[src/rtl/text_pkg.sv]
// Shared definitions for the text console and textmode-side address logic.
// Latency: n/a (types and constants only).
// Backpressure: n/a.
//
// Contents: sequencer state encoding, control character codes, blank glyph,
// default screen geometry shared with the top level.
package text_pkg;

  typedef enum logic [2:0] {
    ST_IDLE       = 3'd0,
    ST_WRITE      = 3'd1,
    ST_ADVANCE    = 3'd2,
    ST_CLEAR_LINE = 3'd3,
    ST_CLEAR_ALL  = 3'd4
  } state_t;

  localparam logic [7:0] CH_BS    = 8'h08;
  localparam logic [7:0] CH_TAB   = 8'h09;
  localparam logic [7:0] CH_LF    = 8'h0A;
  localparam logic [7:0] CH_FF    = 8'h0C;
  localparam logic [7:0] CH_CR    = 8'h0D;
  localparam logic [7:0] CH_SPACE = 8'h20;

  localparam int TRAM_HRES_DEF = 84;
  localparam int TRAM_VRES_DEF = 24;

endpackage

[src/rtl/tram_addr_wrap.sv]
// Circular tram address: offs + idx, folded back once into 0..SIZE-1.
// Latency: combinational.
// Backpressure: none.
//
// Ports: offs - circular base (first displayed word), idx - linear index
// within the screen, addr - physical tram address.
// Both operands are below SIZE, so a single conditional subtract is enough;
// the sum is formed one bit wider so it never wraps modulo 2^ADDRW.
module tram_addr_wrap #(
  parameter int ADDRW = 11,
  parameter int SIZE  = 2016
) (
  input  logic [ADDRW-1:0] offs,
  input  logic [ADDRW-1:0] idx,
  output logic [ADDRW-1:0] addr
);

  localparam logic [ADDRW:0] SIZE_W = (ADDRW+1)'(SIZE);

  logic [ADDRW:0] sum;
  logic [ADDRW:0] folded;

  always_comb begin
    sum    = {1'b0, offs} + {1'b0, idx};
    folded = (sum >= SIZE_W) ? (sum - SIZE_W) : sum;
    addr   = folded[ADDRW-1:0];
  end

endmodule

[src/rtl/text_console.sv]
// Character stream to tram write sequencer; owns cursor and scroll offset.
// Latency: char accepted at cycle N is written at N+1; ready again at N+2.
// Backpressure: in_ready low outside IDLE, incl. HRES-cycle line clear and SIZE-cycle clear.
//
// Ports: clk_sys/rst_sys (sync, active-high); in_valid/in_ready/in_char/in_attr
// character input; busy; tram_we/tram_addr/tram_din tram write port;
// scroll_offs to textmode; cur_col/cur_row cursor position.
// Build option: define TEXT_CONSOLE_TAB_EN to treat 0x09 as a tab stop
// (next multiple of 8) instead of a printable glyph.
module text_console
  import text_pkg::*;
#(
  parameter int WORD      = 32,
  parameter int BYTE_CNT  = 4,
  parameter int ADDRW     = 11,
  parameter int TRAM_HRES = TRAM_HRES_DEF,
  parameter int TRAM_VRES = TRAM_VRES_DEF
) (
  input  logic                clk_sys,
  input  logic                rst_sys,
  input  logic                in_valid,
  output logic                in_ready,
  input  logic [7:0]          in_char,
  input  logic [WORD-9:0]     in_attr,
  output logic                busy,
  output logic [BYTE_CNT-1:0] tram_we,
  output logic [ADDRW-1:0]    tram_addr,
  output logic [WORD-1:0]     tram_din,
  output logic [ADDRW-1:0]    scroll_offs,
  output logic [6:0]          cur_col,
  output logic [4:0]          cur_row
);

  localparam int SIZE = TRAM_HRES * TRAM_VRES;

  localparam logic [6:0]       COL_LAST      = 7'(TRAM_HRES - 1);
  localparam logic [4:0]       ROW_LAST      = 5'(TRAM_VRES - 1);
  localparam logic [ADDRW-1:0] HRES_A        = ADDRW'(TRAM_HRES);
  localparam logic [ADDRW-1:0] HRES_LAST_A   = ADDRW'(TRAM_HRES - 1);
  localparam logic [ADDRW-1:0] SIZE_LAST_A   = ADDRW'(SIZE - 1);
  localparam logic [ADDRW-1:0] LAST_LINE_IDX = ADDRW'((TRAM_VRES - 1) * TRAM_HRES);

  state_t               state_q, state_d;
  logic [6:0]           col_q, col_d;
  logic [4:0]           row_q, row_d;
  logic [ADDRW-1:0]     offs_q, offs_d;
  logic [WORD-9:0]      attr_q, attr_d;
  logic                 adv_q, adv_d;      // line wrap pending after the write cycle
  logic [ADDRW-1:0]     cnt_q, cnt_d;      // clear progress, index of the word on the bus
  logic [BYTE_CNT-1:0]  we_q, we_d;
  logic [ADDRW-1:0]     addr_q, addr_d;
  logic [WORD-1:0]      din_q, din_d;

  logic [ADDRW-1:0]     row_idx;
  logic [ADDRW-1:0]     phys_offs;
  logic [ADDRW-1:0]     phys_idx;
  logic [ADDRW-1:0]     phys_addr;
  logic [ADDRW-1:0]     offs_adv;

`ifdef TEXT_CONSOLE_TAB_EN
  logic [7:0]           tab_col;
  assign tab_col = {({1'b0, col_q[6:3]} + 5'd1), 3'b000};
`endif

  assign row_idx = ADDRW'(row_q) * HRES_A + ADDRW'(col_q);

  // Write port outputs are registered, so each write is set up on the edge
  // that enters the cycle in which it must be visible.  The address adder is
  // therefore fed with the values that cycle will use: the new offset when
  // a scroll starts, the next column of the line being blanked otherwise.
  always_comb begin
    phys_offs = offs_q;
    phys_idx  = row_idx;
    case (state_q)
      ST_ADVANCE: begin
        phys_offs = offs_adv;
        phys_idx  = LAST_LINE_IDX;
      end
      ST_CLEAR_LINE: phys_idx = LAST_LINE_IDX + cnt_q + ADDRW'(1);
      default: ;
    endcase
  end

  tram_addr_wrap #(.ADDRW(ADDRW), .SIZE(SIZE)) u_phys (
    .offs (phys_offs),
    .idx  (phys_idx),
    .addr (phys_addr)
  );

  // One-line scroll step of the circular offset.
  tram_addr_wrap #(.ADDRW(ADDRW), .SIZE(SIZE)) u_scroll (
    .offs (offs_q),
    .idx  (HRES_A),
    .addr (offs_adv)
  );

  always_comb begin
    state_d = state_q;
    col_d   = col_q;
    row_d   = row_q;
    offs_d  = offs_q;
    attr_d  = attr_q;
    adv_d   = adv_q;
    cnt_d   = cnt_q;
    we_d    = '0;
    addr_d  = addr_q;
    din_d   = din_q;

    case (state_q)
      ST_IDLE: begin
        if (in_valid) begin
          attr_d = in_attr;
          adv_d  = 1'b0;
          // Cursor moves on acceptance; ST_WRITE is the single post-accept
          // cycle, carrying the tram write strobe when there is one.
          case (in_char)
            CH_LF: begin
              col_d   = '0;
              state_d = ST_ADVANCE;
            end
            CH_CR: begin
              col_d   = '0;
              state_d = ST_WRITE;
            end
            CH_BS: begin
              if (col_q != '0) col_d = col_q - 7'd1;
              state_d = ST_WRITE;
            end
            CH_FF: begin
              cnt_d   = '0;
              we_d    = '1;
              addr_d  = '0;
              din_d   = {in_attr, CH_SPACE};
              state_d = ST_CLEAR_ALL;
            end
`ifdef TEXT_CONSOLE_TAB_EN
            CH_TAB: begin
              if (tab_col >= 8'(TRAM_HRES)) begin
                col_d   = '0;
                state_d = ST_ADVANCE;
              end else begin
                col_d   = tab_col[6:0];
                state_d = ST_WRITE;
              end
            end
`endif
            default: begin
              we_d    = '1;
              addr_d  = phys_addr;
              din_d   = {in_attr, in_char};
              state_d = ST_WRITE;
              if (col_q < COL_LAST) begin
                col_d = col_q + 7'd1;
              end else begin
                col_d = '0;
                adv_d = 1'b1;
              end
            end
          endcase
        end
      end

      ST_WRITE: begin
        adv_d   = 1'b0;
        state_d = adv_q ? ST_ADVANCE : ST_IDLE;
      end

      ST_ADVANCE: begin
        if (row_q < ROW_LAST) begin
          row_d   = row_q + 5'd1;
          state_d = ST_IDLE;
        end else begin
          offs_d  = offs_adv;
          cnt_d   = '0;
          we_d    = '1;
          addr_d  = phys_addr;
          din_d   = {attr_q, CH_SPACE};
          state_d = ST_CLEAR_LINE;
        end
      end

      ST_CLEAR_LINE: begin
        if (cnt_q < HRES_LAST_A) begin
          cnt_d  = cnt_q + ADDRW'(1);
          we_d   = '1;
          addr_d = phys_addr;
        end else begin
          state_d = ST_IDLE;
        end
      end

      ST_CLEAR_ALL: begin
        if (cnt_q < SIZE_LAST_A) begin
          cnt_d  = cnt_q + ADDRW'(1);
          we_d   = '1;
          addr_d = cnt_q + ADDRW'(1);
        end else begin
          offs_d  = '0;
          row_d   = '0;
          col_d   = '0;
          state_d = ST_IDLE;
        end
      end

      default: state_d = ST_IDLE;
    endcase
  end

  always_ff @(posedge clk_sys) begin
    if (rst_sys) begin
      state_q <= ST_IDLE;
      col_q   <= '0;
      row_q   <= '0;
      offs_q  <= '0;
      attr_q  <= '0;
      adv_q   <= 1'b0;
      cnt_q   <= '0;
      we_q    <= '0;
      addr_q  <= '0;
      din_q   <= '0;
    end else begin
      state_q <= state_d;
      col_q   <= col_d;
      row_q   <= row_d;
      offs_q  <= offs_d;
      attr_q  <= attr_d;
      adv_q   <= adv_d;
      cnt_q   <= cnt_d;
      we_q    <= we_d;
      addr_q  <= addr_d;
      din_q   <= din_d;
    end
  end

  assign in_ready    = (state_q == ST_IDLE);
  assign busy        = (state_q != ST_IDLE);
  assign tram_we     = we_q;
  assign tram_addr   = addr_q;
  assign tram_din    = din_q;
  assign scroll_offs = offs_q;
  assign cur_col     = col_q;
  assign cur_row     = row_q;

endmodule

[config.mk]
export PLATFORM = sky130hd
export DESIGN_NAME = text_console
export DESIGN_NICKNAME = d
export VERILOG_FILES = /design/src/rtl/text_pkg.sv /design/src/rtl/tram_addr_wrap.sv /design/src/rtl/text_console.sv
export SDC_FILE = /design/constraint.sdc
export NUM_CORES = 1
export LEC_CHECK = 0
export CAP_MARGIN = 10
export CELL_PAD_IN_SITES_DETAIL_PLACEMENT = 1
export CELL_PAD_IN_SITES_GLOBAL_PLACEMENT = 2
export CORE_MARGIN = 10
export CORE_UTILIZATION = 28
export CTS_CLUSTER_DIAMETER = 40
export DETAILED_ROUTE_END_ITERATION = 16
export PLACE_DENSITY_LB_ADDON = 0.1
export RECOVER_POWER = 25
export SETUP_SLACK_MARGIN = 0.15
export SLEW_MARGIN = 0
export SYNTH_ARGS = -nofsm -noshare
export SYNTH_HDL_FRONTEND = slang
export SYNTH_SLANG_ARGS = --single-unit
[constraint.sdc]
create_clock -name clk_sys -period 4.5 [get_ports clk_sys]
set_clock_uncertainty 0.2 [all_clocks]
set_input_delay 0.45 -clock clk_sys [delete_from_list [all_inputs] [get_ports clk_sys]]
set_output_delay 0.45 -clock clk_sys [all_outputs]
set_load 0.01 [all_outputs]
==> metrics.log, run 1 <==
[metrics] switching component of the power: 0.000912 W
[metrics] half-perimeter wire length after detailed placement: 18600 um
[metrics] synthesized area per cell: 7.53 um2
[metrics] relative contribution of the clock network to total power: roughly 33%
[metrics] flop-to-flop setup slack: 0.16 ns
[metrics] Bufs on Longest Clock Path: 2
[metrics] setup repair after global routing missed its margin: true
[metrics] area of the mapped netlist: 6560 um2
[metrics] share of cells above drive strength 1: 11.6%
[metrics] Switching Fraction: between 30% and 40%
[metrics] Cells after Synth: slightly below 900
[metrics] drc violations: 0
[metrics] number of antenna violations at the first check in global routing: 0
[metrics] detailed-route via count: 6797
[metrics] Critical Path Source Type: flop
[metrics] crit-path cells: ha_4 > ha_4 > inv_2 > fa_1 > inv_2 > ha_4 > nand2b_4 > a21oi_4 > xnor2_2 > a22oi_2 > ha_4 > nand4_1 > a21oi_2 > nor2_2 > xor2_1 > o41a_1 > o31ai_1 > a2111oi_1
[metrics] Pwr Total: 0.00268 W
[metrics] ys async rst share: 0%
[metrics] fraction of power consumed by sequential logic: 39.4%
[metrics] Initial DRT Pass Iterations: 5
[metrics] die span in y: 173 um
[metrics] final routed wirelength across all metal layers: 25100 um
[metrics] initial detailed-routing violation count: 375
[metrics] Final Hold Viols: 0
[metrics] launch instance of the worst min-delay path: tram_din[6]
[metrics] placement row count: 55
[metrics] Final Wtd Congestion: 0.892
[metrics] path type of the worst min-delay path: flop to flop
[metrics] number of distinct library cells after synthesis: 68
[metrics] Antenna diodes: 0
[metrics] CP max-delay cell: sky130_fd_sc_hd__fa_1
[metrics] cts hold-fix bufs: 0
[metrics] arrival time at the worst endpoint: 4.36 ns
[metrics] clock transition at the register clock pins on the worst setup and hold paths after CTS: around 0.080 ns
[metrics] run status: finished clean
[metrics] prevailing post-synth register cell: sky130_fd_sc_hd__dfxtp_1
[metrics] endpoint required time on the critical path: 4.52 ns
[metrics] worst setup path start: cur_row[2]
[metrics] number of buffer cells added on primary ports: 104
[metrics] count of final max-slew check failures: 0
[metrics] relative slew slack: between 20% and 30%
[metrics] first-pass GRT wire length: ~40000 um
[metrics] critical path capture point type: flop
[metrics] vias in the first global route: between 7000 and 8000
[metrics] IO Pins: 107
[metrics] clock tree from TritonCTS: built
[metrics] hold endpoint: tram_din[6]
[metrics] cell-internal power: 0.00177 W
[metrics] residual antenna-violating net count after detailed routing: 0
[metrics] initial core utilization: 28.7%
[metrics] delay of the slowest cell on the worst path: 0.55 ns
[metrics] worst supply voltage drop on vdd: between 0.15 and 0.2 mV
[metrics] Die ar.: 29900 um2
[metrics] max frequency: 230 MHz
[metrics] number of buffers created by CTS: 9
[metrics] Yosys warnings: 0
[metrics] non-filler cells, final: ~1300
[metrics] Min Clock Period, post-route: between 4 and 5 ns
[metrics] clk root buf: sky130_fd_sc_hd__clkbuf_16
[metrics] share of the clock period used by the worst path: 96.5%
[metrics] Die X: between 150 and 200 um
[metrics] Lkg Pwr: 3.48 nW
[metrics] WL/cell: 19.4 um
[metrics] final count of negative-setup-slack endpoints: 0
[metrics] Slew @ Worst Pin: 1.10 ns
[metrics] number of enable flip-flop cells after synthesis: 0
[metrics] worst reg2reg path depth: 18
[metrics] Combinational Power Share: between 20% and 30%
[metrics] Inst Count DP: 1272
[metrics] via density per instance: 5.25
[metrics] clock insertion delay at the later pin of the skew report: 0.36 ns
[metrics] area growth from synthesis to layout: 32.7%
[metrics] nets: roughly 1000
[metrics] worst flop-to-flop path endpoint: tram_addr[8]
[metrics] Clock Sink Count: between 100 and 150
[metrics] largest net degree at the start of global routing: between 50 and 60
[metrics] H-tree depth: 3
[metrics] CORE AREA: 22800 um2
[metrics] most common cell type on the critical path: sky130_fd_sc_hd__ha_4
[metrics] share of the yosys chip area belonging to registers: 31.7%
[metrics] Hold Path Depth: 2
[metrics] Crit Path Max Fanout: 5
[metrics] total gr overflow: 0
[metrics] crit path kind: flop to flop
[metrics] ratio of total power to cell area: 308 nW/um2
[metrics] count of fill cells added during filler insertion: 2783
[metrics] number of max-capacitance violations reported: 0
[metrics] Post-Route Utilization: 38.1%
[metrics] total global routing track utilization: 16.2%
[metrics] worst reg2reg path startpoint: cur_row[2]
[metrics] post-synthesis sequential element count: around 100
## through the flow
| step | TNS [ns] | worst slack (ns) | instance area [um2] | hold WS [ns] |
|---|---|---|---|---|
| 6_report | 0 | 0.155 | 8700 | 0.253 |
| 5_1_grt | -0.260 | -0.108 | 8700 | 0.285 |
| 4_1_cts | 0 | 0.0595 | 8540 | 0.260 |
| 2_1_floorplan | 0 | 0.157 | 6630 | 0.237 |
| 3_3_place_gp | 0 | 0.0172 | 8130 | 0.240 |
| 3_5_place_dp | -0.223 | -0.160 | 8130 | 0.249 |
## cell usage after synthesis, types with 3 or more instances
library cell | count | area, um2
sky130_fd_sc_hd__nor3_1 | 23 | 115
sky130_fd_sc_hd__nand2b_1 | 5 | 31.3
sky130_fd_sc_hd__nand2_1 | 151 | 567
sky130_fd_sc_hd__nand3b_1 | 5 | 37.5
sky130_fd_sc_hd__dfxtp_1 | 104 | 2080
sky130_fd_sc_hd__a21o_1 | 8 | 60.1
sky130_fd_sc_hd__mux2i_1 | 5 | 50.1
sky130_fd_sc_hd__a31oi_1 | 9 | 56.3
sky130_fd_sc_hd__or3_1 | 7 | 43.8
sky130_fd_sc_hd__o211ai_1 | 4 | 30.0
sky130_fd_sc_hd__nand3_1 | 32 | 160
sky130_fd_sc_hd__and3_1 | 9 | 56.3
sky130_fd_sc_hd__xor2_1 | 17 | 149
sky130_fd_sc_hd__nor3b_1 | 3 | 22.5
sky130_fd_sc_hd__a2bb2oi_1 | 4 | 35.0
sky130_fd_sc_hd__buf_1 | 5 | 18.8
sky130_fd_sc_hd__inv_1 | 22 | 82.6
sky130_fd_sc_hd__clkbuf_1 | 47 | 176
sky130_fd_sc_hd__and2_1 | 8 | 50.1
sky130_fd_sc_hd__nand4_1 | 8 | 50.1
sky130_fd_sc_hd__ha_1 | 36 | 450
sky130_fd_sc_hd__or4_1 | 4 | 30.0
sky130_fd_sc_hd__o22ai_1 | 5 | 31.3
sky130_fd_sc_hd__o21ai_0 | 32 | 160
sky130_fd_sc_hd__nor2b_1 | 7 | 43.8
sky130_fd_sc_hd__buf_4 | 6 | 45.0
sky130_fd_sc_hd__a221oi_1 | 4 | 35.0
sky130_fd_sc_hd__a22oi_1 | 8 | 60.1
sky130_fd_sc_hd__o31ai_1 | 5 | 37.5
sky130_fd_sc_hd__nor2_1 | 93 | 349
sky130_fd_sc_hd__a21oi_1 | 77 | 385
sky130_fd_sc_hd__a311oi_1 | 29 | 254
sky130_fd_sc_hd__xnor2_1 | 37 | 324
sky130_fd_sc_hd__a211o_1 | 3 | 26.3
## routing by layer
metal	vias to the layer above	share of wire (%)	track usage (%)	wire length [um]
li1	3291	-	-	-
met3	25	3.5	2.64	879
met1	3358	47	20.6	11700
met4	0	1.5	4.20	374
met5	-	0	0	0
met2	123	48	27.7	12200
## sequential cells by signal (all words and copies together) (netlist names)
signal / count
state_q: 3
scroll_offs: 9
tram_we: 1
tram_din: 32
tram_addr: 11
adv_q: 1
cur_col: 7
cnt_q: 11
cur_row: 5
attr_q: 24
## cell type report
| class | instances | area, um2 | share of cell area (%) |
|---|---|---|---|
| timing repair buffer | 153 | 1410 | 16.2 |
| multi-input combinational | 686 | 4410 | 50.7 |
| clock inverter | 7 | 97.6 | 1.12 |
| tap | 313 | 392 | 4.50 |
| sequential | 104 | 2090 | 24.0 |
| inverter | 22 | 82.6 | 0.949 |
| clock buffer | 9 | 225 | 2.59 |
## timing repair
item | 4_1_cts | 5_1_grt
endpoints found under the setup margin | 6 | 6
pin swaps | 18 | 19
cloned | 0 | 0
resized for setup | 14 | 25
buffers inserted | 3 | 3
## power by group through the flow
stage	combinational, W	clock (W)	sequential (W)
3_5_place_dp	0.000754	0	0.00108
3_3_place_gp	0.000734	0	0.00108
6_report	0.000752	0.000872	0.00106
4_1_cts	0.000766	0.000904	0.00106
5_1_grt	0.000830	0.000950	0.00107
2_1_floorplan	0.000382	0	0.00110
## cells in the final DEF, fill, tap and decap left out, drive strengths merged, types with 17 or more instances in the layout
master,count
nand2,151
nor3,23
buf,50
dfxtp,104
clkdlybuf4s50,61
xnor2,37
inv,25
nor2,93
a21oi,78
dlygate4sd3,42
nand3,32
xor2,17
o21ai,33
a311oi,29
ha,36
## worst max-delay path: cells and delay by family, from the launching register on
family	cells	cell delay, ns
compound gates	6	1.32
xor+xnor	2	0.29
fa+ha+maj	5	1.70
buf+inv	2	0.09
flops	1	0.36
simple gates	3	0.26
## kinds of logic after synthesis
| logic type | Yosys count | synth area share, % |
|---|---|---|
| AOI/OAI and AO/OA | 219 | 22.1 |
| adders and majority gates | 39 | 7.63 |
| muxes | 5 | 0.763 |
| buffers and inverters | 83 | 5.25 |
| and+or+nand+nor | 366 | 25.2 |
| DFF | 104 | 31.7 |
| xor gates and xnor gates | 54 | 7.21 |
| other | 1 | 0.0572 |
## worst max-delay path by stage
stage	to	slack [ns]
final	tram_addr[8]	0.16
after global placement	tram_addr[9]	0.02
after floorplan	tram_addr[9]	0.16
after CTS	tram_addr[7]	0.06
after detailed placement	tram_addr[9]	-0.16
after global routing	tram_addr[7]	-0.11
Power figures use the tool's default switching activity.
==> inputs of run 2 (changes only) <==
Settings changed: GPL_ROUTABILITY_DRIVEN from default to 0.
==> run 2 against run 1 <==
Count of clock-buffer cells in the layout unchanged. Sequential share of layout area up 0.29 points. Sequential power is essentially flat. Combinational power is 2.8% lower. Worst setup slack got worse by 0.12 ns.
==> metrics.log, run 2 (synthesis results as in run 1) <==
[metrics] number of buffer cells added on primary ports: 104
[metrics] path type of the worst min-delay path: flop to flop
[metrics] critical path capture point type: flop
[metrics] number of antenna violations at the first check in global routing: 0
[metrics] Antenna diodes: 0
[metrics] leading cell type in the layout, fill and taps excluded: sky130_fd_sc_hd__nand2_1
[metrics] CORE AREA: 22800 um2
[metrics] placed standard-cell area: 8100 um2
[metrics] total gr overflow: 0
[metrics] Initial DRT Pass Iterations: 4
[metrics] count of fill cells added during filler insertion: 2745
[metrics] half-perimeter wire length after detailed placement: 18400 um
[metrics] combined area of the multi-input logic cells: 4350 um2
[metrics] final count of negative-setup-slack endpoints: 0
[metrics] run status: finished clean
[metrics] max frequency: 224 MHz
[metrics] IO Pins: 107
[metrics] max reg flops: 32
[metrics] endpoint required time on the critical path: 4.55 ns
[metrics] clock tree from TritonCTS: built
[metrics] Die X: approximately 170 um
[metrics] share of the clock period used by the worst path: 99.1%
[metrics] area growth from synthesis to layout: 31.3%
[metrics] die span in y: 173 um
[metrics] WL/cell: 19.2 um
[metrics] crit path kind: flop to flop
[metrics] Min Clock Period, post-route: 4.46 ns
[metrics] Final Hold Viols: 0
[metrics] Lkg Pwr: 3.44 nW
[metrics] detailed-route via count: between 6000 and 7000
[metrics] vias in the first global route: 7125
[metrics] Die ar.: 29900 um2
[metrics] Clock Sink Count: roughly 100
[metrics] Inst Count DP: between 1000 and 1500
[metrics] TNS Setup: 0 ns
[metrics] arrival time at the worst endpoint: between 4 and 5 ns
[metrics] setup repair after global routing missed its margin: true
[metrics] total global routing track utilization: between 15 and 20%
[metrics] worst supply voltage drop on vdd: 0.146 mV
[metrics] Slew @ Worst Pin: 1.09 ns
[metrics] relative slew slack: between 20% and 30%
[metrics] nets: 1045
[metrics] initial core utilization: approximately 29%
[metrics] Pwr Total: ~0.0027 W
[metrics] Sequential Area: 2090 um2
[metrics] Crit Path Max Fanout: 5
[metrics] number of max-capacitance violations reported: 0
[metrics] placement row count: 55
[metrics] non-filler cells, final: 1290
[metrics] Critical Path Source Type: flop
[metrics] via density per instance: 5.14
[metrics] first-pass GRT wire length: between 30000 and 40000 um
[metrics] Post-Route Utilization: 37.7%
[metrics] clock insertion delay at the later pin of the skew report: 0.37 ns
[metrics] commonest cells after routing, fill and taps aside: sky130_fd_sc_hd__nand2_1 (151), sky130_fd_sc_hd__dfxtp_1 (100), sky130_fd_sc_hd__nor2_1 (91), sky130_fd_sc_hd__a21oi_1 (73), sky130_fd_sc_hd__clkdlybuf4s50_1 (61)
[metrics] post-route design area: around 8600 um2
[metrics] share of cells above drive strength 1: 10.8%
[metrics] H-tree depth: 3
[metrics] ratio of total power to cell area: approximately 310 nW/um2
[metrics] number of buffers created by CTS: 9
[metrics] clock transition at the register clock pins on the worst setup and hold paths after CTS: 0.09 ns
[metrics] drc violations: 0
[metrics] initial detailed-routing violation count: 266
[metrics] Bufs on Longest Clock Path: 2
[metrics] clk root buf: sky130_fd_sc_hd__clkbuf_16
[metrics] residual antenna-violating net count after detailed routing: 0
[metrics] largest net degree at the start of global routing: between 50 and 60
[metrics] count of final max-slew check failures: 0
[metrics] final routed wirelength across all metal layers: ~25000 um
## run 2: changes by cell type in the layout (fill, tap and decap cells not counted), moves of 2 or more
| cell | before | now |
|---|---|---|
| sky130_fd_sc_hd__a22oi_2 | 3 | 1 |
| sky130_fd_sc_hd__a21oi_1 | 71 | 73 |
| sky130_fd_sc_hd__inv_6 | 3 | 1 |
| sky130_fd_sc_hd__dfxtp_1 | 102 | 100 |
| sky130_fd_sc_hd__buf_4 | 50 | 44 |
| sky130_fd_sc_hd__a22oi_1 | 5 | 7 |
| sky130_fd_sc_hd__inv_8 | 0 | 3 |
| sky130_fd_sc_hd__a21oi_4 | 3 | 1 |
| sky130_fd_sc_hd__buf_6 | 0 | 2 |
| sky130_fd_sc_hd__dfxtp_2 | 0 | 2 |
## run 2: where the power goes
part           switching (W)  internal (W)
clock network       0.000455      0.000404
logic               0.000423      0.000307
registers          0.0000536       0.00101
total               0.000932       0.00172
## run 2: final timing paths
check / from / endpoint / slack, ns / cells past startpoint
max reg2reg: cur_row[2] / tram_addr[8] / 0.04 / 18
max: cur_row[2] / tram_addr[8] / 0.04 / 18
min reg2reg: tram_din[5] / tram_din[5] / 0.25 / 2
min: tram_din[5] / tram_din[5] / 0.25 / 2
## run 2: per-layer routing
metal | track usage, % | wire, um
met5 | 0 | 0
met4 | 5.32 | 388
met3 | 2.50 | 774
met2 | 27.8 | 12100
met1 | 20.5 | 11500
## run 2: worst max-delay path, stage by stage, from the launching register on
cell and delay (ns):
sky130_fd_sc_hd__dfxtp_4 0.36, sky130_fd_sc_hd__ha_4 0.25, sky130_fd_sc_hd__ha_4 0.27, sky130_fd_sc_hd__inv_2 0.04, sky130_fd_sc_hd__fa_1 0.49, sky130_fd_sc_hd__inv_2 0.05, sky130_fd_sc_hd__ha_4 0.27, sky130_fd_sc_hd__nand2b_1 0.07
sky130_fd_sc_hd__a21oi_2 0.17, sky130_fd_sc_hd__xnor2_1 0.09, sky130_fd_sc_hd__a22oi_2 0.24, sky130_fd_sc_hd__ha_4 0.26, sky130_fd_sc_hd__a21oi_2 0.17, sky130_fd_sc_hd__nand2_1 0.10, sky130_fd_sc_hd__a221oi_2 0.31, sky130_fd_sc_hd__xor2_1 0.26
sky130_fd_sc_hd__o41a_1 0.28, sky130_fd_sc_hd__o31ai_2 0.10, sky130_fd_sc_hd__a2111oi_1 0.36
## run 2: cell type report
class	count	share of cell area (%)
repair buffers	149	16.1
clock buffers	9	2.62
flip-flops and latches	104	24.3
inverters	22	0.959
clock inverters	7	0.959
well taps	313	4.55
multi-input cells	686	50.5
## run 2: stage by stage
stage                     worst slack [ns]  hold WS (ns)
final                               0.0400         0.254
after global routing               -0.0989         0.279
after CTS                          -0.0254         0.260
after detailed placement            -0.184         0.247
after global placement             0.00997         0.242
after floorplan                      0.157         0.237
## run 2: what timing repair did
item                                    CTS  global route
buffers inserted                          4             1
hold buffers                              0             0
gates resized for setup                  17            16
pin swaps                                24             5
endpoints found under the setup margin    6             6
